<file path="src/rtl/reset_sequencer_if.sv">
// Reset sequencer request/response bundle.
// Carries the external and software reset requests into the sequencer and
// the per-channel resets, release flag and reset cause back out.
//   i_rst_req_n     external reset request, asynchronous, active-low
//   i_sw_rst        software reset pulse, synchronous, active-high
//   o_rst_n         per-channel reset, active-low
//   o_all_released  every channel released
//   o_rst_cause     cause of the most recent hold entry
// master: the requester side. slave: the sequencer.
interface reset_sequencer_if #(
  parameter int unsigned NUM_CH = 4
);

  logic              i_rst_req_n;
  logic              i_sw_rst;
  logic [NUM_CH-1:0] o_rst_n;
  logic              o_all_released;
  logic [1:0]        o_rst_cause;

  modport master (
    output i_rst_req_n,
    output i_sw_rst,
    input  o_rst_n,
    input  o_all_released,
    input  o_rst_cause
  );

  modport slave (
    input  i_rst_req_n,
    input  i_sw_rst,
    output o_rst_n,
    output o_all_released,
    output o_rst_cause
  );

endinterface

</file>
<file path="src/rtl/reset_sequencer.sv">
// Multi-channel reset sequencer.
// Merges a global synchronous reset, a synchronised and glitch-filtered
// external reset pin and a software reset pulse. All channels assert
// together, stay asserted for a minimum hold time once requests clear, then
// release one by one in channel order with a fixed stagger.
// Ports:
//   clk    single rising-edge clock
//   i_rst  global reset, synchronous, active-high, top priority
//   bus    reset_sequencer_if.slave (requests in; o_rst_n, o_all_released,
//          o_rst_cause out, all registered)
module reset_sequencer #(
  parameter int unsigned NUM_CH         = 4,
  parameter int unsigned SYNC_STAGES    = 2,
  parameter int unsigned FILTER_CYCLES  = 4,
  parameter int unsigned HOLD_CYCLES    = 16,
  parameter int unsigned STAGGER_CYCLES = 8
) (
  input  logic             clk,
  input  logic             i_rst,
  reset_sequencer_if.slave bus
);

  localparam int unsigned FILT_W = $clog2(FILTER_CYCLES + 1);
  localparam int unsigned HOLD_W = (HOLD_CYCLES > 1) ? $clog2(HOLD_CYCLES) : 1;
  localparam int unsigned STG_W  = (STAGGER_CYCLES > 1) ? $clog2(STAGGER_CYCLES) : 1;
  localparam int unsigned CH_W   = (NUM_CH > 1) ? $clog2(NUM_CH) : 1;

  localparam logic [FILT_W-1:0] FILT_MAX  = FILT_W'(FILTER_CYCLES);
  localparam logic [FILT_W-1:0] FILT_PRE  = FILT_W'(FILTER_CYCLES - 1);
  localparam logic [HOLD_W-1:0] HOLD_LAST = HOLD_W'(HOLD_CYCLES - 1);
  localparam logic [STG_W-1:0]  STG_LAST  = STG_W'(STAGGER_CYCLES - 1);
  localparam logic [CH_W-1:0]   CH_LAST   = CH_W'(NUM_CH - 1);

  localparam logic [1:0] CAUSE_RST = 2'b00;
  localparam logic [1:0] CAUSE_EXT = 2'b01;
  localparam logic [1:0] CAUSE_SW  = 2'b10;

  typedef enum logic [1:0] {
    ST_HOLD    = 2'd0,
    ST_RELEASE = 2'd1,
    ST_RUN     = 2'd2
  } state_t;

  state_t state_q, state_d;

  logic [SYNC_STAGES-1:0] sync_q;
  logic [FILT_W-1:0]      filt_cnt_q;
  logic                   ext_req_q;
  logic                   sync_low;
  logic                   req_c;

  logic [HOLD_W-1:0] hold_cnt_q, hold_cnt_d;
  logic [STG_W-1:0]  stg_cnt_q,  stg_cnt_d;
  logic [CH_W-1:0]   ch_idx_q,   ch_idx_d;

  logic [NUM_CH-1:0] rst_n_q, rst_n_d;
  logic              all_rel_q, all_rel_d;
  logic [1:0]        cause_q, cause_d;

  // External pin: synchroniser chain; reset value is the deasserted level.
  always_ff @(posedge clk) begin
    if (i_rst) begin
      sync_q <= '1;
    end else begin
      sync_q <= {sync_q[SYNC_STAGES-2:0], bus.i_rst_req_n};
    end
  end

  assign sync_low = ~sync_q[SYNC_STAGES-1];

  // Glitch filter: a request is accepted only after FILTER_CYCLES
  // consecutive synchronised-low samples; ext_req goes high on the same
  // edge the count saturates.
  always_ff @(posedge clk) begin
    if (i_rst) begin
      filt_cnt_q <= '0;
      ext_req_q  <= 1'b0;
    end else if (sync_low) begin
      if (filt_cnt_q != FILT_MAX) begin
        filt_cnt_q <= filt_cnt_q + FILT_W'(1);
      end
      ext_req_q <= (filt_cnt_q == FILT_PRE) || (filt_cnt_q == FILT_MAX);
    end else begin
      filt_cnt_q <= '0;
      ext_req_q  <= 1'b0;
    end
  end

  assign req_c = ext_req_q | bus.i_sw_rst;

  // State register.
  always_ff @(posedge clk) begin
    if (i_rst) begin
      state_q <= ST_HOLD;
    end else begin
      state_q <= state_d;
    end
  end

  // Next-state and counter logic.
  always_comb begin
    state_d    = state_q;
    hold_cnt_d = hold_cnt_q;
    stg_cnt_d  = stg_cnt_q;
    ch_idx_d   = ch_idx_q;

    case (state_q)
      ST_HOLD: begin
        if (req_c) begin
          hold_cnt_d = '0;
        end else if (hold_cnt_q == HOLD_LAST) begin
          hold_cnt_d = '0;
          stg_cnt_d  = '0;
          ch_idx_d   = CH_W'(1);
          state_d    = (NUM_CH == 1) ? ST_RUN : ST_RELEASE;
        end else begin
          hold_cnt_d = hold_cnt_q + HOLD_W'(1);
        end
      end

      ST_RELEASE: begin
        if (req_c) begin
          state_d    = ST_HOLD;
          hold_cnt_d = '0;
          stg_cnt_d  = '0;
          ch_idx_d   = '0;
        end else if (stg_cnt_q == STG_LAST) begin
          stg_cnt_d = '0;
          if (ch_idx_q == CH_LAST) begin
            state_d = ST_RUN;
          end else begin
            ch_idx_d = ch_idx_q + CH_W'(1);
          end
        end else begin
          stg_cnt_d = stg_cnt_q + STG_W'(1);
        end
      end

      ST_RUN: begin
        if (req_c) begin
          state_d    = ST_HOLD;
          hold_cnt_d = '0;
          stg_cnt_d  = '0;
          ch_idx_d   = '0;
        end
      end

      default: begin
        state_d    = ST_HOLD;
        hold_cnt_d = '0;
        stg_cnt_d  = '0;
        ch_idx_d   = '0;
      end
    endcase
  end

  // Output next values; channels are released by OR-ing in the next bit so
  // the released set is always a prefix.
  always_comb begin
    rst_n_d   = rst_n_q;
    all_rel_d = all_rel_q;
    cause_d   = cause_q;

    if (req_c) begin
      cause_d = ext_req_q ? CAUSE_EXT : CAUSE_SW;
    end

    case (state_d)
      ST_HOLD: begin
        rst_n_d   = '0;
        all_rel_d = 1'b0;
      end

      ST_RELEASE: begin
        all_rel_d = 1'b0;
        if (state_q == ST_HOLD) begin
          rst_n_d = NUM_CH'(1);
        end else if (stg_cnt_q == STG_LAST) begin
          rst_n_d = rst_n_q | (NUM_CH'(1) << ch_idx_q);
        end
      end

      ST_RUN: begin
        rst_n_d   = '1;
        all_rel_d = 1'b1;
      end

      default: begin
        rst_n_d   = '0;
        all_rel_d = 1'b0;
      end
    endcase
  end

  // Counter and output registers; i_rst overrides everything.
  always_ff @(posedge clk) begin
    if (i_rst) begin
      hold_cnt_q <= '0;
      stg_cnt_q  <= '0;
      ch_idx_q   <= '0;
      rst_n_q    <= '0;
      all_rel_q  <= 1'b0;
      cause_q    <= CAUSE_RST;
    end else begin
      hold_cnt_q <= hold_cnt_d;
      stg_cnt_q  <= stg_cnt_d;
      ch_idx_q   <= ch_idx_d;
      rst_n_q    <= rst_n_d;
      all_rel_q  <= all_rel_d;
      cause_q    <= cause_d;
    end
  end

  assign bus.o_rst_n        = rst_n_q;
  assign bus.o_all_released = all_rel_q;
  assign bus.o_rst_cause    = cause_q;

endmodule

</file>
<file path="src/flat_wrapper.sv">
// flat-port wrapper written by rule: the top's interface ports become plain ports
module reset_sequencer_flat 
#(
  parameter int unsigned NUM_CH         = 4,
  parameter int unsigned SYNC_STAGES    = 2,
  parameter int unsigned FILTER_CYCLES  = 4,
  parameter int unsigned HOLD_CYCLES    = 16,
  parameter int unsigned STAGGER_CYCLES = 8
)
  (clk, i_rst, bus_i_rst_req_n, bus_i_sw_rst, bus_o_rst_n, bus_o_all_released, bus_o_rst_cause);
  reset_sequencer_if #(.NUM_CH(NUM_CH)) bus_i ();
  input  logic clk;
  input  logic i_rst;
  input wire logic [$bits(bus_i.i_rst_req_n)-1:0] bus_i_rst_req_n;
  input wire logic [$bits(bus_i.i_sw_rst)-1:0] bus_i_sw_rst;
  output wire logic [$bits(bus_i.o_rst_n)-1:0] bus_o_rst_n;
  output wire logic [$bits(bus_i.o_all_released)-1:0] bus_o_all_released;
  output wire logic [$bits(bus_i.o_rst_cause)-1:0] bus_o_rst_cause;
  assign bus_i.i_rst_req_n = bus_i_rst_req_n;
  assign bus_i.i_sw_rst = bus_i_sw_rst;
  assign bus_o_rst_n = bus_i.o_rst_n;
  assign bus_o_all_released = bus_i.o_all_released;
  assign bus_o_rst_cause = bus_i.o_rst_cause;
  reset_sequencer #(.NUM_CH(NUM_CH), .SYNC_STAGES(SYNC_STAGES), .FILTER_CYCLES(FILTER_CYCLES), .HOLD_CYCLES(HOLD_CYCLES), .STAGGER_CYCLES(STAGGER_CYCLES)) u_core (.clk(clk), .i_rst(i_rst), .bus(bus_i));
endmodule
</file>
<file path="config.mk">
export PLATFORM = sky130hd
export DESIGN_NAME = reset_sequencer_flat
export DESIGN_NICKNAME = d
export VERILOG_FILES = /design/src/rtl/reset_sequencer_if.sv /design/src/rtl/reset_sequencer.sv /design/src/flat_wrapper.sv
export SDC_FILE = /design/constraint.sdc
export NUM_CORES = 1
export LEC_CHECK = 0
export ABC_AREA = 1
export ABC_CLOCK_PERIOD_IN_PS = 2500
export BUFFER_PORTS_ARGS = -buffer_cell sky130_fd_sc_hd__buf_2
export CORE_ASPECT_RATIO = 0.7
export CORE_MARGIN = 5
export CORE_UTILIZATION = 41
export CTS_CLUSTER_SIZE = 10
export DETAILED_ROUTE_END_ITERATION = 10
export MAX_ROUTING_LAYER = met4
export PLACE_DENSITY = 0.66
export RECOVER_POWER = 100
export SETUP_SLACK_MARGIN = 0.5
export SLEW_MARGIN = 25
export SYNTH_ARGS = -nofsm -noshare
export SYNTH_HDL_FRONTEND = slang
export SYNTH_SLANG_ARGS = --single-unit
</file>
<file path="constraint.sdc">
create_clock -name clk -period 2.5 [get_ports clk]
set_clock_uncertainty 0.1 [all_clocks]
set_input_delay 0.5 -clock clk [delete_from_list [all_inputs] [get_ports clk]]
set_output_delay 0.5 -clock clk [all_outputs]
set_load 0.1 [all_outputs]
</file>
Yosys cells after proc, flatten, opt, wreduce, memory -nomap -nowiden
Cells that the tools add are included.
{"block": "op_classes", "addsub": 4, "eq_ne": 17, "n_shift": 1, "muxes": 29, "n_bitwise": 2, "n_reduce_logical": 6}
{"operator": "two-way mux 2 bit", "n": 13}
{"operator": "two-way mux 4 bit", "n": 5}
{"operator": "case mux 4 bit (2 select lines)", "n": 2}
{"operator": "two-way mux 3 bit", "n": 5}
{"operator": "case mux 2 bit (3 select lines)", "n": 2}
{"operator": "case mux 3 bit (3 select lines)", "n": 1}
{"operator": "adder 3 x 1 -> 3 bit, second input constant", "n": 2}
{"operator": "equality test 2 bit, second input constant", "n": 3}
{"operator": "equality test 3 bit, second input constant", "n": 2}
{"operator": "!= test 2 x 1 -> 1 bit, second input constant", "n": 3}
{"operator": "!= test 3 x 1 -> 1 bit, second input constant", "n": 2}
{"operator": "AND reduction 5 bit", "n": 1}
{"operator": "adder 4 x 1 -> 4 bit, second input constant", "n": 1}
{"operator": "equality test 2 x 1 -> 1 bit, second input constant", "n": 2}
{"operator": "equality test 4 bit, second input constant", "n": 1}
{"operator": "OR 4 bit", "n": 1}
{"operator": "OR reduction 2 bit", "n": 2}
{"operator": "left shift 1 x 2 -> 4 bit, first input constant", "n": 1}
{"operator": "equality test 3 x 2 -> 1 bit, second input constant", "n": 1}
{"operator": "!= test 3 x 2 -> 1 bit, second input constant", "n": 1}
{"operator": "!= test 3 bit, second input constant", "n": 1}
{"operator": "AND reduction 3 bit", "n": 1}
{"operator": "adder 2 x 1 -> 2 bit, second input constant", "n": 1}
{"operator": "logical NOT 2 bit", "n": 1}
{"operator": "4 further kinds", "n": 4}
{"block": "word_totals", "reg_bits": 24, "inputBits": 4, "out_inout_bits": 7, "elab_cells": 69}

Depth between registers and ports, before layout
Gate-level depths: netlist (run 1).
{"block": "logic_depth", "ltp_word": 7, "ltp_mapped": 14, "mapped_depth_nobuf": 14}

Worst setup path before layout (run 1)
Ideal clock, no wire load.
{"block": "synth_timing", "kind": "register to register", "start": "register u_core.state_q[0]", "end": "register u_core.rst_n_q[0], in the netlist u_core.bus.o_rst_n[0]", "setup_ps": 71, "t_arrival_ps": 1709, "t_required_ps": 2329, "slack_ps": 620, "path_stages_with_launch": 15, "path_buffers": 0, "path_cell_list": "dfxtp_1 inv_1 ha_1 inv_1 nand2_2 nand2_2 nand2_1 nand3_2 inv_1 ha_1 inv_1 nand2_1 inv_1 nand2_1 a21oi_1"}
{"block": "synth_via", "word_cells_on_any_way": 15, "classes_between": "5 x eq/ne; 9 x mux; 1 x reduce/logical"}
{"element": "start: declaration", "line": "reset_sequencer.sv:44", "source": "state_t state_q, state_d;"}
{"element": "start signal: assignment", "line": "reset_sequencer.sv:96", "source": "state_q <= state_d;"}
{"element": "equality test 2 bit, or another cell as far along", "line": "reset_sequencer.sv:107", "source": "case (state_q)"}
{"element": "case mux 2 bit (3 select lines) *", "line": "reset_sequencer.sv:107"}
{"element": "named net u_core.state_d[1]", "line": "reset_sequencer.sv:44"}
{"element": "equality test 2 bit or equality test 2 x 1 -> 1 bit (tied branches)", "line": "reset_sequencer.sv:168", "source": "case (state_d)"}
{"element": "case mux 4 bit (2 select lines) or != test 3 x 1 -> 1 bit (tied branches)"}
{"element": "end signal: assignment", "line": "reset_sequencer.sv:208", "source": "rst_n_q <= rst_n_d;"}
{"element": "end: declaration", "line": "reset_sequencer.sv:56", "source": "logic [NUM_CH-1:0] rst_n_q, rst_n_d;"}
Mark *: on every way through the listed nets, which the timed path passes. The rest lies on a longest branch.
A chain may end at the register's enable or synchronous reset.

Worst setup path in the final report (run 1)
{"block": "layout_timing", "start": "register u_core.hold_cnt_q[1]", "end": "register u_core.rst_n_q[2], in the netlist u_core.bus.o_rst_n[2]"}
{"block": "layout_via", "elab_chain_len": 6, "word_cells_on_any_way": 8, "classes_between": "4 x eq/ne; 4 x mux"}
{"element": "start: declaration", "line": "reset_sequencer.sv:52", "source": "logic [HOLD_W-1:0] hold_cnt_q, hold_cnt_d;"}
{"element": "start signal: assignment", "line": "reset_sequencer.sv:205", "source": "hold_cnt_q <= hold_cnt_d;"}
{"element": "equality test 4 bit *", "line": "reset_sequencer.sv:111", "source": "end else if (hold_cnt_q == HOLD_LAST) begin"}
{"element": "two-way mux 2 bit *", "line": "reset_sequencer.sv:111"}
{"element": "two-way mux 2 bit *", "line": "reset_sequencer.sv:109", "source": "if (req_c) begin"}
{"element": "case mux 2 bit (3 select lines) *", "line": "reset_sequencer.sv:107"}
{"element": "named net u_core.state_d[1]", "line": "reset_sequencer.sv:44"}
{"element": "equality test 2 bit or equality test 2 x 1 -> 1 bit (tied branches)", "line": "reset_sequencer.sv:168"}
{"element": "case mux 4 bit (2 select lines) or != test 3 x 1 -> 1 bit (tied branches)"}
Marked as above.

==> run_results.csv, run 1 <==
group,metric,value,unit
outcome,outcome,"finished clean",
routing,drc,0,
yosys,post-synth-top-area-fraction,36.9,%
cells_and_area,seq_area,492,um^2
global_route,grt_pass1_wl,4190,um
yosys,ys_seq_area_share,36.9,%
yosys,synthCells,174,
yosys,postSynth.asyncResetShare,0,%
cells_and_area,multi_input_area,788,um^2
setup_path,startpoint_type,"flop",
setup_path,r2r_slack,340,ps
clocking,clockBufferDepth,2,
cells_and_area,final_nets,217,
clocking,cts_buffers,3,
floorplan,coreArea,3110,um^2
yosys,synth_cell_types,24,
timing,final-hold-violation-count,0,
yosys,ys_ff_latch,24,
routing,drt_iter0_drc,90,
timing,worst_slew_pin_slew,1160,ps
floorplan,die_h,57.1,um
cells_and_area,fill_cells,296,
power,leakage,0.686,nW
cells_and_area,area_growth,24.1,%
setup_path,critical_path.max_fanout,4,
floorplan,die-area,4420,um^2
yosys,yosys.area.top_type,"dfxtp_1",
timing,setup_viol,0,
worst_hold_path,hold_class,"input port to flop",
routing,num_vias,1126,
power,irDropWorstVdd,0.237,mV
routing,drtPass1Iterations,4,
setup_path,cp-endpoint,"u_core.bus.o_rst_n[2]",
timing,setup_tns,0,ps
yosys,ys_top_cells_by_area,"dfxtp_1 (37%), ha_1 (14%), nand2_1 (9.8%), inv_1 (7.8%), a21oi_1 (6.2%)",
clocking,htree_levels,1,
job,maxCapViolations,0,
yosys,synth_area,1300,um^2
timing,layout_min_cycle_time,2160,ps
cells_and_area,antenna-diode-count,0,
timing,setup_ws,340,ps
yosys,yosys.cell_count.top_type,"nand2_1",
setup_path,critPathKind,"flop to flop",
routing,postRouteAntennaNets,0,
timing,rsz0062_at_grt,"true",
global_route,antenna_found_initial,0,
floorplan,start_util,41.9,%
yosys,avgSynthCellArea,7.48,um^2
timing,fmax,463,MHz
yosys,ys_top_cells_by_count,"nand2_1 (34), inv_1 (27), dfxtp_1 (24), a21oi_1 (16), ha_1 (15)",
timing,final_max_slew_viol_count,0,
place,place.port_buffers,10,
timing,period_share,86.4,%
global_route,grt_remaining_overflow,0,
setup_path,required,2530,ps
worst_hold_path,worstHoldStart,"bus_i_rst_req_n",
place,gp_congestion,0.865,
power,power.density,431,nW/um^2
floorplan,io_pins,11,
clocking,clock_latency,270,ps
timing,hold_ws,302,ps
place,hpwl,1720,um
yosys,synth-warning-count,0,
routing,vias_per_cell,4.79,
clocking,clkTransAtPathRegs,80,ps
floorplan,chipWidth,77.3,um
place,pre_cts_slack,292,ps
clocking,cts_tree,"built",
clocking,ctsHoldBuffers,0,
setup_path,worst_setup_path_end_kind,"flop",
setup_path,critPathLaunch,"u_core.hold_cnt_q[1]",
routing,drt-total-wl,2790,um
cells_and_area,utilization,52.0,%
floorplan,rows,17,
routing,post_drt_wl_per_cell,11.9,um
clocking,cts_sinks,24,
timing,relSlewSlack,22.7,%
global_route,grt_max_degree,19,
setup_path,ff2ff_path_depth,14,
yosys,synth_flop_cell,"dfxtp_1",
setup_path,r2r_end,"u_core.bus.o_rst_n[2]",
yosys,synth.net_count,193,
yosys,synth-edff-count,0,
clocking,root_buffer,"clkbuf_8",
cells_and_area,drive_gt1_share,29.4,%
setup_path,worstPathArrival,2190,ps
setup_path,reg2reg_from,"u_core.hold_cnt_q[1]",
global_route,grt_pass1_vias,964,
global_route,track_usage,12.0,%
==> final cells by class <==
type,count,area share (%)
timing repair buffer,21,7.36
inverter,29,7.05
sequential,24,30.4
multi-input combinational,119,48.8
tap,38,2.94
clock buffer,4,3.41
==> power breakdown <==
group	switching (mW)	internal, mW
Clock	0.126	0.141
Sequential	0.00326	0.386
Combinational	0.0263	0.0133
Total	0.156	0.540
==> timing repair <==
item,4_1_cts,5_1_grt
endpoints found under the setup margin,4,4
resized for setup,12,32
buffers inserted,1,10
pin swaps,2,10
==> worst min path at each step <==
stage / to / cells past startpoint
5_1_grt: u_core.sync_q[0] / 2
2_1_floorplan: u_core.sync_q[1] / 1
6_report: u_core.sync_q[0] / 2
4_1_cts: u_core.sync_q[0] / 2
3_3_place_gp: u_core.sync_q[1] / 1
3_5_place_dp: u_core.sync_q[1] / 1
==> cells by family (layout without fill, tap and decap cells) <==
kind of cell    count (synthesis)  count (layout)  share of synthesized area (%)
simple gates                   75              75                           27.6
buf+inv                        31              54                           8.94
compound gates                 28              28                           11.4
flops                          24              24                           36.9
fa+ha+maj                      15              15                           14.4
xor+xnor                        1               1                          0.673
==> through the flow <==
stage,area [um^2],std cells,total power [mW]
after global routing,1620,235,0.723
after CTS,1480,225,0.701
after detailed placement,1390,220,0.434
after global placement,1390,220,0.434
after floorplan,1300,174,0.426
final,1620,235,0.696
==> per-layer routing <==
| metal | up-vias | part of all wire (%) | track usage, % |
|---|---|---|---|
| li1 | 596 | - | - |
| met3 | 5 | 3.7 | 3.47 |
| met2 | 18 | 46 | 16.9 |
| met5 | - | 0 | - |
| met4 | 0 | 2.0 | 5.15 |
| met1 | 507 | 48 | 15.9 |
==> cells in the final DEF (no fill, tap or decap), drive strengths merged, types with 8 or more instances in the layout <==
cell    instances
nand2          39
inv            29
dfxtp          24
nor2           17
a21oi          16
ha             15
clkbuf         14
buf            11
nand3          10
o21ai           8
==> worst max-delay path: stages (launching register included) <==
cell and delay (ps):
dfxtp_1 370, ha_1 240, nand2_2 80, nor2_1 240
nand3_2 120, nand2_2 90, nand2_1 60, nand3_2 100
inv_1 90, ha_4 270, inv_2 20, nand2_1 60
inv_2 50, nand2_1 70, a21oi_2 50
==> sequential cells by signal (all words and copies together), names as in the netlist <==
name                       flops
u_core.bus.o_all_released      1
u_core.bus.o_rst_cause         2
u_core.ext_req_q               1
u_core.hold_cnt_q              4
u_core.bus.o_rst_n             4
u_core.stg_cnt_q               3
u_core.ch_idx_q                2
u_core.filt_cnt_q              3
u_core.sync_q                  2
u_core.state_q                 2
(Power assumes the default switching activity.)
==> run 2: changes to the inputs <==
--- a/config.mk
+++ b/config.mk
@@ -15,8 +15,9 @@
 export DETAILED_ROUTE_END_ITERATION = 10
 export MAX_ROUTING_LAYER = met4
 export PLACE_DENSITY = 0.66
-export RECOVER_POWER = 100
+export RECOVER_POWER = 50
 export SETUP_SLACK_MARGIN = 0.5
+export SKIP_LAST_GASP = 1
 export SLEW_MARGIN = 25
 export SYNTH_ARGS = -nofsm -noshare
 export SYNTH_HDL_FRONTEND = slang
==> run_results.csv, run 2 (same netlist as run 1, synthesis figures left out) <==
group,metric,value,unit
floorplan,die-area,4420,um^2
routing,postRouteAntennaNets,0,
cells_and_area,final_nets,217,
clocking,clockBufferDepth,2,
global_route,grt_pass1_wl,4190,um
global_route,grt_pass1_vias,964,
global_route,antenna_found_initial,0,
place,place.port_buffers,10,
cells_and_area,antenna-diode-count,0,
setup_path,worstPathArrival,2190,ps
clocking,root_buffer,"clkbuf_8",
job,maxCapViolations,0,
setup_path,critPathLaunch,"u_core.hold_cnt_q[1]",
clocking,clkTransAtPathRegs,80,ps
timing,layout_min_cycle_time,2160,ps
floorplan,coreArea,3110,um^2
power,power.density,427,nW/um^2
clocking,htree_levels,1,
clocking,ctsHoldBuffers,0,
setup_path,startpoint_type,"flop",
floorplan,start_util,41.9,%
power,fin_total_pwr,696,uW
power,leakage,0.716,nW
setup_path,critPathKind,"flop to flop",
cells_and_area,instances_no_fill,235,
cells_and_area,utilization,52.5,%
timing,rsz0062_at_grt,"true",
routing,num_vias,1111,
power,irDropWorstVdd,0.236,mV
place,hpwl,1720,um
routing,vias_per_cell,4.73,
timing,period_share,86.4,%
worst_hold_path,worstHoldStart,"bus_i_rst_req_n",
routing,drt-total-wl,2770,um
global_route,grt_remaining_overflow,0,
cells_and_area,area_growth,25.4,%
timing,fmax,463,MHz
clocking,cts_sinks,24,
worst_hold_path,hold_class,"input port to flop",
place,gp_congestion,0.865,
floorplan,io_pins,11,
timing,relSlewSlack,39.5,%
clocking,clock_latency,270,ps
floorplan,die_h,57.1,um
floorplan,chipWidth,77.3,um
cells_and_area,final_common_cell,"nand2_1",
timing,setup_viol,0,
timing,setup_tns,0,ps
setup_path,critical_path.max_fanout,4,
timing,final-hold-violation-count,0,
global_route,grt_max_degree,19,
clocking,cts_tree,"built",
routing,drtPass1Iterations,4,
floorplan,rows,17,
setup_path,required,2530,ps
setup_path,reg2reg_from,"u_core.hold_cnt_q[1]",
timing,worst_slew_pin_slew,908,ps
cells_and_area,drive_gt1_share,34.0,%
cells_and_area,final_cell_mix,"nand2_1 (32), inv_1 (22), dfxtp_1 (19)",
setup_path,worst_setup_path_end_kind,"flop",
place,placedCellCount,220,
clocking,cts_buffers,3,
routing,drt_iter0_drc,73,
routing,post_drt_wl_per_cell,11.8,um
routing,drc,0,
global_route,track_usage,12.0,%
timing,final_max_slew_viol_count,0,
outcome,outcome,"finished clean",
run 2: final timing paths:
kind / endpoint / slack, ps / depth (start not counted)
max: u_core.bus.o_rst_n[2] / 340 / 14
min: u_core.sync_q[0] / 300 / 2
max reg2reg: u_core.bus.o_rst_n[2] / 340 / 14
min reg2reg: u_core.sync_q[1] / 310 / 1
run 2: layout make-up:
cell class	count	area [um^2]
clock buffer	4	55.1
fill	291	1470
inverter	29	114
multi-input combinational	119	796
sequential	24	492
tap	38	47.5
timing repair buffer	21	128
run 2: layer usage:
metal | vias to the layer above | part of all wire, % | track usage, %
met5 | - | 0 | -
met2 | 16 | 45 | 16.9
met4 | 0 | 2.1 | 5.15
met1 | 494 | 49 | 15.9
met3 | 5 | 3.8 | 3.47
li1 | 596 | - | -
run 2: metrics by stage:
stage	worst slack (ps)	hold WS (ps)	instance area, um^2
6_report	340	303	1630
5_1_grt	226	307	1630
4_1_cts	503	295	1480
3_5_place_dp	292	294	1390
3_3_place_gp	328	293	1390
2_1_floorplan	620	289	1300
run 2: power by group:
| group | internal, mW | switching (mW) | total, mW |
|---|---|---|---|
| Sequential | 0.386 | 0.00322 | 0.389 |
| Clock | 0.141 | 0.126 | 0.266 |
| Combinational | 0.0139 | 0.0264 | 0.0403 |
run 2: worst max-delay path: stages (launching register included):
cell and delay (ps):
dfxtp_1 370, ha_1 240, nand2_2 80, nor2_1 240, nand3_2 120, nand2_2 90, nand2_1 60, nand3_2 100
inv_1 90, ha_4 270, inv_2 20, nand2_1 60, inv_2 50, nand2_1 70, a21oi_2 50
run 2: timing repair:
action	CTS	global route
endpoints found under the setup margin	4	4
setup buffers	1	10
endpoints found under the hold margin	0	0
pin swaps	2	10
resized for setup	12	32
